File: src/rtl/cdr_phase_filter.sv
// CDR loop filter: integrates early/late votes from the phase detector, steps the
// sampling phase index when the vote magnitude reaches THRESH, and tracks lock.
module cdr_phase_filter #(
  parameter int ACC_W    = 5,
  parameter int THRESH   = 8,
  parameter int LOCK_CNT = 32,
  parameter int LOSS_CNT = 3
) (
  input  logic       i_clk,
  input  logic       i_rst,
  input  logic       i_en,
  input  logic       i_T,
  input  logic       i_E,
  input  logic [5:0] i_nb_P,
  output logic       o_up,
  output logic       o_dn,
  output logic [5:0] o_phase,
  output logic       o_lock
);

  typedef enum logic {ACQ, LOCK} state_t;

  localparam logic signed [ACC_W-1:0] ZERO  = '0;
  localparam logic signed [ACC_W-1:0] ONE   = ACC_W'(1);
  localparam logic signed [ACC_W-1:0] THR_P = ACC_W'(THRESH);
  localparam logic signed [ACC_W-1:0] THR_N = -THR_P;
  localparam logic [7:0]              LOCK_C = 8'(LOCK_CNT);
  localparam logic [7:0]              LOSS_C = 8'(LOSS_CNT);

  state_t                   state, state_nxt;
  logic signed [ACC_W-1:0]  acc, acc_nxt, vote;
  logic [7:0]               quiet, quiet_nxt, miss, miss_nxt;
  logic [5:0]               phase, phase_nxt;
  logic                     up_q, dn_q, step_up, step_dn, quiet_hit;

  // Saturating single-vote update; the clamp is a guard, the step rule keeps |acc| < THRESH.
  function automatic logic signed [ACC_W-1:0] vote_sum(input logic signed [ACC_W-1:0] a,
                                                       input logic early);
    if (early) return (a == THR_N) ? THR_N : a - ONE;
    else       return (a == THR_P) ? THR_P : a + ONE;
  endfunction

  function automatic logic [7:0] quiet_inc(input logic [7:0] q);
    return (q >= LOCK_C) ? LOCK_C : q + 8'd1;
  endfunction

  // Modular phase index; an out-of-range index (modulus shrink) snaps back to 0.
  function automatic logic [5:0] next_phase(input logic [5:0] p, input logic [5:0] n,
                                            input logic up, input logic dn);
    if (n < 6'd2)  return 6'd0;
    if (p >= n)    return 6'd0;
    if (up)        return (p == n - 6'd1) ? 6'd0 : p + 6'd1;
    if (dn)        return (p == 6'd0) ? n - 6'd1 : p - 6'd1;
    return p;
  endfunction

  always_comb begin
    state_nxt = state;
    acc_nxt   = acc;
    quiet_nxt = quiet;
    miss_nxt  = miss;
    vote      = acc;
    step_up   = 1'b0;
    step_dn   = 1'b0;
    quiet_hit = 1'b0;

    if (i_en && i_T) begin
      vote = vote_sum(acc, i_E);
      if (vote == THR_P) begin
        step_up = 1'b1;
        acc_nxt = ZERO;
      end else if (vote == THR_N) begin
        step_dn = 1'b1;
        acc_nxt = ZERO;
      end else begin
        acc_nxt = vote;
      end
    end else if (i_en) begin
      quiet_nxt = quiet_inc(quiet);
      quiet_hit = (quiet_nxt == LOCK_C);
    end

    if (step_up || step_dn) quiet_nxt = 8'd0;

    phase_nxt = next_phase(phase, i_nb_P, step_up, step_dn);

    case (state)
      ACQ: begin
        miss_nxt = 8'd0;
        if (quiet_hit) begin
          state_nxt = LOCK;
          quiet_nxt = 8'd0;
        end
      end
      LOCK: begin
        if (step_up || step_dn) begin
          if (miss + 8'd1 == LOSS_C) begin
            state_nxt = ACQ;
            miss_nxt  = 8'd0;
          end else begin
            miss_nxt = miss + 8'd1;
          end
        end else if (quiet_hit) begin
          miss_nxt  = 8'd0;
          quiet_nxt = 8'd0;
        end
      end
      default: state_nxt = ACQ;
    endcase
  end

  always_ff @(posedge i_clk) begin
    if (!i_rst) begin
      state <= ACQ;
      acc   <= ZERO;
      quiet <= 8'd0;
      miss  <= 8'd0;
      phase <= 6'd0;
      up_q  <= 1'b0;
      dn_q  <= 1'b0;
    end else begin
      state <= state_nxt;
      acc   <= acc_nxt;
      quiet <= quiet_nxt;
      miss  <= miss_nxt;
      phase <= phase_nxt;
      up_q  <= step_up;
      dn_q  <= step_dn;
    end
  end

  assign o_up    = up_q;
  assign o_dn    = dn_q;
  assign o_phase = phase;
  assign o_lock  = (state == LOCK);

endmodule

File: config.mk
export PLATFORM = sky130hd
export DESIGN_NAME = cdr_phase_filter
export DESIGN_NICKNAME = d
export VERILOG_FILES = /design/src/rtl/cdr_phase_filter.sv
export SDC_FILE = /design/constraint.sdc
export NUM_CORES = 1
export LEC_CHECK = 0
export CAP_MARGIN = 25
export CELL_PAD_IN_SITES_DETAIL_PLACEMENT = 0
export CELL_PAD_IN_SITES_GLOBAL_PLACEMENT = 1
export CORE_UTILIZATION = 40
export CTS_BUF_LIST = sky130_fd_sc_hd__clkbuf_4 sky130_fd_sc_hd__clkbuf_8 sky130_fd_sc_hd__clkbuf_16
export CTS_CLUSTER_SIZE = 25
export DETAILED_ROUTE_END_ITERATION = 6
export GPL_TIMING_DRIVEN = 0
export PLACE_DENSITY = 0.87
export SYNTH_ARGS = -nofsm -noshare
export SYNTH_HDL_FRONTEND = slang
export SYNTH_SLANG_ARGS = --single-unit
File: constraint.sdc
create_clock -name i_clk -period 2.2 [get_ports i_clk]
set_clock_uncertainty 0.05 [all_clocks]
set_input_delay 0.44 -clock i_clk [delete_from_list [all_inputs] [get_ports i_clk]]
set_output_delay 0.44 -clock i_clk [all_outputs]
set_load 0.01 [all_outputs]
==> flow_summary.ini, run 1 <==
[status]
outcome = finished with violations
failed_checks = setup timing

[global_route]
grt_pass1_vias = 2043
grt_pass1_wl_mm = 9.38
track_usage = 0.193
antenna_found_initial = 0
grt_max_degree = 11
globalRoute.totalOverflow = 0

[detailed_routing]
vias_per_cell = 5.56
first_pass_iters = 4
ant_nets = 0
drt-initial-drc-count = 75
vias = 2209
finalWirelength_mm = 6.03
remaining_drc_errors = 0
wl_per_cell_microns = 15.2

[sta]
tightest_slew_ns = 0.643
slew_viol_final = 0
rsz0062_at_grt = yes
maxSlewHeadroom = 0.568
hold_violations = 0
worst_slack_ns = -0.0916
hold_ws_ns = 0.446
max_freq_mhz = 436
finalCriticalPeriod_ns = 2.29
post-route-period-util = 1.04
setup_viol = 12

[critical_path]
worstPathRequired_ns = 2.32
crit_slowest_cell = dfxtp_4
critical_path_peak_fanout = 6
crit_chain = inv_4 -> ha_4 -> and2_4 -> o41ai_4 -> mux2i_2 -> buf_4 -> and2_4 -> buf_8 -> o211a_4 -> a32o_2
worst-setup-path-type = reg -> reg
crit_arrival_ns = 2.42
critPathMaxStageDelay_ns = 0.38
reg2reg_slack_ns = -0.09
end_kind = register
worstSetupStartpointType = register
crit_top_cell = and2_4

[logic_synthesis]
ys_ff_latch = 30
avgSynthCellArea_sq_um = 8.38
syn_nets = 299
async_flop_share = 0
netlist_area_sq_um = 2280
ys_warn_count = 0
synth_ff_type = dfxtp_1
yosysUniqueCellTypes = 59
synth-edff-count = 0
netlist_instances = 272
yosysSeqAreaShare = 0.263

[power]
p_clk_frac = 0.348
intPower_uw = 970
p_leak_uw = 0.00126
switchingPower_uw = 409
seqPwrFrac = 0.405
p_comb_frac = 0.247
power_uw = 1380
swShare = 0.296
irDropWorstVdd_uv = 243
power_density_nw_per_um2 = 437

[placed_design]
gp_congestion = 0.800
dpl.hpwl_mm = 3.76
numPortBuffers = 18
dp_cells = 362

[floorplan]
num_io_pins = 20
fp.coreArea_sq_um = 5510
placementRows = 27
die_w_microns = 77.5
fp.dieArea_sq_um = 6010
dieHeight_microns = 77.5
initial_core_util = 0.414

[clocking]
worstSkewPairLatency_ns = 0.28
numCtsBuffers = 5
cts_tree = done
clock_path_buffers = 2
cts.htree.levels = 2
clkSinkCount = 30
clkSlewWorstSetupHoldPaths_ns = 0.07
clk_root_buffer_cell = clkbuf_8
ctsHoldBuffers = 0

[finish]
fin_nets = 351
stdcell_count = 397
area_growth_pct = 38.5
num_antenna_cells = 0
layout-drive-gt1-share = 0.326
post-route-util = 0.573

[flow_run]
maxCapViolCount = 0

[hold_path]
hold_class = reg -> reg
## timing repair
item | in CTS | in global routing
setup buffers | 18 | 10
resized for setup | 44 | 33
cloned | 0 | 1
pin swaps | 14 | 13
setup endpoints to repair | 16 | 23
## logic make-up after synthesis
| group | count (synthesis) | synth area share |
|---|---|---|
| flip-flops | 30 | 0.263 |
| AND/OR/NAND/NOR | 99 | 0.233 |
| multiplexers | 7 | 0.0307 |
| AO/OA/AOI/OAI | 73 | 0.254 |
| buffers and inverters | 32 | 0.0642 |
| adder cells (fa/ha/maj) | 16 | 0.0878 |
| XOR/XNOR | 15 | 0.0670 |
## cell usage after synthesis, drive strengths merged (4+ instances only)
cell	instances	share of area
and3	6	0.016
buf	6	0.021
dfxtp	30	0.26
xnor2	12	0.049
a21oi	14	0.031
ha	16	0.088
o22ai	4	0.011
o31ai	4	0.013
nor3	7	0.015
and2	6	0.016
a31oi	10	0.040
nor3b	4	0.013
nor2	23	0.038
nand2b	5	0.014
a211oi	5	0.019
o21ai	7	0.015
clkbuf	7	0.012
nand3	10	0.022
inv	19	0.031
or2	4	0.012
a32o	4	0.018
mux2i	7	0.031
nand2	18	0.030
## worst max-delay path: cells and delay by family (launching register included)
| family | cells | cell delay [ns] |
|---|---|---|
| buffers and inverters | 3 | 0.33 |
| AO/OA/AOI/OAI | 3 | 0.78 |
| AND/OR/NAND/NOR | 2 | 0.33 |
| flip-flops | 1 | 0.38 |
| adder cells (fa/ha/maj) | 1 | 0.17 |
| multiplexers | 1 | 0.15 |
## through the flow
stage	setup TNS (ns)	instance area, sq um	setup slack [ns]
finish	-0.562	3160	-0.0916
global route	-1.43	3160	-0.152
CTS	0	2920	0.00195
detailed placement	-6.63	2560	-0.671
global placement	-6.59	2560	-0.660
floorplan	0	2290	0.0244
## layout make-up
class                   count  area, sq um
plain buffers              11         85.1
clock buffers               6         82.6
clock inverters             2         12.5
fillers                   478         2350
inverters                  19         76.3
multi-input cells         210         1770
flip-flops and latches     30          617
well taps                  72         90.1
repair buffers             47          420
## final timing paths
path / startpoint / endpoint / cells past startpoint
max: acc[0] / o_phase[4] / 10
min: quiet[7] / quiet[7] / 1
max reg2reg: acc[0] / o_phase[4] / 10
min reg2reg: quiet[7] / quiet[7] / 1
## cell usage in the layout, fill, tap and decap left out, types with 5 or more instances in the layout
master | netlist | final
clkbuf_8 | 0 | 6
nor3_1 | 7 | 5
buf_4 | 0 | 26
nor2_1 | 23 | 21
xnor2_1 | 11 | 10
nand3_1 | 10 | 9
dfxtp_1 | 30 | 25
ha_1 | 16 | 12
nand2_1 | 18 | 17
a31oi_1 | 7 | 6
mux2i_1 | 7 | 5
inv_1 | 19 | 17
clkdlybuf4s50_1 | 0 | 10
buf_6 | 3 | 6
dlygate4sd2_1 | 0 | 6
a21oi_1 | 14 | 13
## registers in the layout, indices dropped and copies added, names as in the netlist
signal,cells
o_dn,1
o_phase,6
o_lock,1
o_up,1
quiet,8
miss,8
acc,5
## layer usage
metal,vias up,GRT usage,share of wire
li1,1105,-,-
met1,1049,0.247,0.47
met2,47,0.326,0.49
met3,8,0.0282,0.031
met4,0,0.0717,0.018
met5,-,0,0
## power groups by stage
stage | Combinational (uW) | Clock (uW) | Sequential (uW)
after floorplan | 156 | 0 | 572
final | 340 | 480 | 559
after global routing | 361 | 514 | 559
after detailed placement | 214 | 0 | 575
after CTS | 287 | 492 | 558
after global placement | 211 | 0 | 575
Note: power is estimated with default switching activity, not from simulation.
==> inputs of run 2 (changes only) <==
- CAP_MARGIN: 25 -> 5
==> results of run 2 <==
The final DEF is identical to that of run 1; final timing and power are the same.
==> inputs of run 3 (changes only) <==
- MAX_ROUTING_LAYER: default -> met4
==> flow_summary.ini, run 3 (synthesized netlist as in run 1, its figures left out) <==
[finish]
layout-drive-gt1-share = 0.326
fin_nets = 351
area_growth_pct = 38.5
final_common_cell = buf_4
num_antenna_cells = 0
multi_input_area_sq_um = 1770
stdcell_count = 397
layout_common_cells = buf_4 (26), dfxtp_1 (25), nor2_1 (21)
regArea_sq_um = 617
fillers = 478

[placed_design]
pre_cts_ws_ns = -0.671
dp_cells = 362
dpl.hpwl_mm = 3.76
gp_congestion = 0.812
numPortBuffers = 18

[power]
power_density_nw_per_um2 = 436
p_leak_uw = 0.00126
power_uw = 1380
irDropWorstVdd_uv = 241

[global_route]
grt_pass1_vias = 2043
grt_max_degree = 11
globalRoute.totalOverflow = 0
track_usage = 0.198
grt_pass1_wl_mm = 9.37
antenna_found_initial = 0

[status]
failed_checks = setup timing
outcome = finished with violations

[critical_path]
worstSetupStartpointType = register
worstPathRequired_ns = 2.32
crit_arrival_ns = 2.42
worst-setup-path-type = reg -> reg
end_kind = register
critical_path_peak_fanout = 6

[sta]
hold_violations = 0
maxSlewHeadroom = 0.569
max_freq_mhz = 435
fin_tns_setup_ns = -0.614
worst_slack_ns = -0.0985
hold_ws_ns = 0.446
tightest_slew_ns = 0.642
finalCriticalPeriod_ns = 2.30
setup_viol = 12
post-route-period-util = 1.04
rsz0062_at_grt = yes
slew_viol_final = 0

[detailed_routing]
ant_nets = 0
vias = 2210
finalWirelength_mm = 6.05
vias_per_cell = 5.57
first_pass_iters = 4
remaining_drc_errors = 0
wl_per_cell_microns = 15.2
drt-initial-drc-count = 75

[floorplan]
initial_core_util = 0.414
fp.coreArea_sq_um = 5510
num_io_pins = 20
fp.dieArea_sq_um = 6010
placementRows = 27
die_w_microns = 77.5
dieHeight_microns = 77.5

[clocking]
numCtsBuffers = 5
ctsHoldBuffers = 0
clkSinkCount = 30
clkSlewWorstSetupHoldPaths_ns = 0.07
cts_tree = done
cts.htree.levels = 2
clk_root_buffer_cell = clkbuf_8
clock_path_buffers = 2
worstSkewPairLatency_ns = 0.28

[hold_path]
hold_class = reg -> reg

[flow_run]
maxCapViolCount = 0
[run 3: cell counts in the layout (fill, tap and decap cells not counted)]
Identical to the previous run, type by type.
[run 3: area by class of cell]
cell class                      instances  share of cell area
Buffer                                 11              0.0270
Clock buffer                            6              0.0262
Clock inverter                          2             0.00396
Inverter                               19              0.0242
Multi-Input combinational cell        210               0.562
Sequential cell                        30               0.195
Tap cell                               72              0.0285
Timing Repair Buffer                   47               0.133
[run 3: critical path, stage by stage (launching register included)]
cell and delay [ns]:
dfxtp_4 0.38, inv_4 0.04, ha_4 0.17, and2_4 0.16, o41ai_4 0.37, mux2i_2 0.15
buf_4 0.16, and2_4 0.17, buf_8 0.13, o211a_4 0.16, a32o_2 0.25
[run 3: path summary, 6_finish.rpt]
kind | from | end | slack [ns] | cells past startpoint
hold / removal | quiet[7] | quiet[7] | 0.45 | 1
setup / recovery | acc[0] | o_phase[4] | -0.1 | 10
hold reg to reg | quiet[7] | quiet[7] | 0.45 | 1
setup reg to reg | acc[0] | o_phase[4] | -0.1 | 10
[run 3: power by group]
| group | internal (uW) | switching [uW] | leakage (uW) | total (uW) |
|---|---|---|---|---|
| Combinational | 169 | 171 | 0.000968 | 340 |
| Sequential | 549 | 9.43 | 0.000246 | 559 |
| Clock | 251 | 226 | 0.0000472 | 477 |
| Total | 970 | 406 | 0.00126 | 1380 |
[run 3: timing repair]
action / CTS / global route
gates resized for setup: 44 / 33
gates cloned: 0 / 1
endpoints found under the setup margin: 16 / 23
pin swaps: 14 / 13
buffers inserted: 18 / 10
[run 3: layer usage]
| layer | share of wire | routed length (microns) | global-route usage |
|---|---|---|---|
| met5 | 0 | 0 | - |
| met4 | 0.015 | 88 | 0.0717 |
| met3 | 0.032 | 194 | 0.0282 |
| met2 | 0.49 | 2960 | 0.326 |
| met1 | 0.46 | 2810 | 0.247 |
[run 3: through the flow]
step           instance area (sq um)   util
2_1_floorplan                   2290      -
3_3_place_gp                    2560  0.466
3_5_place_dp                    2560  0.466
4_1_cts                         2920  0.531
5_1_grt                         3160  0.573
6_report                        3160  0.573
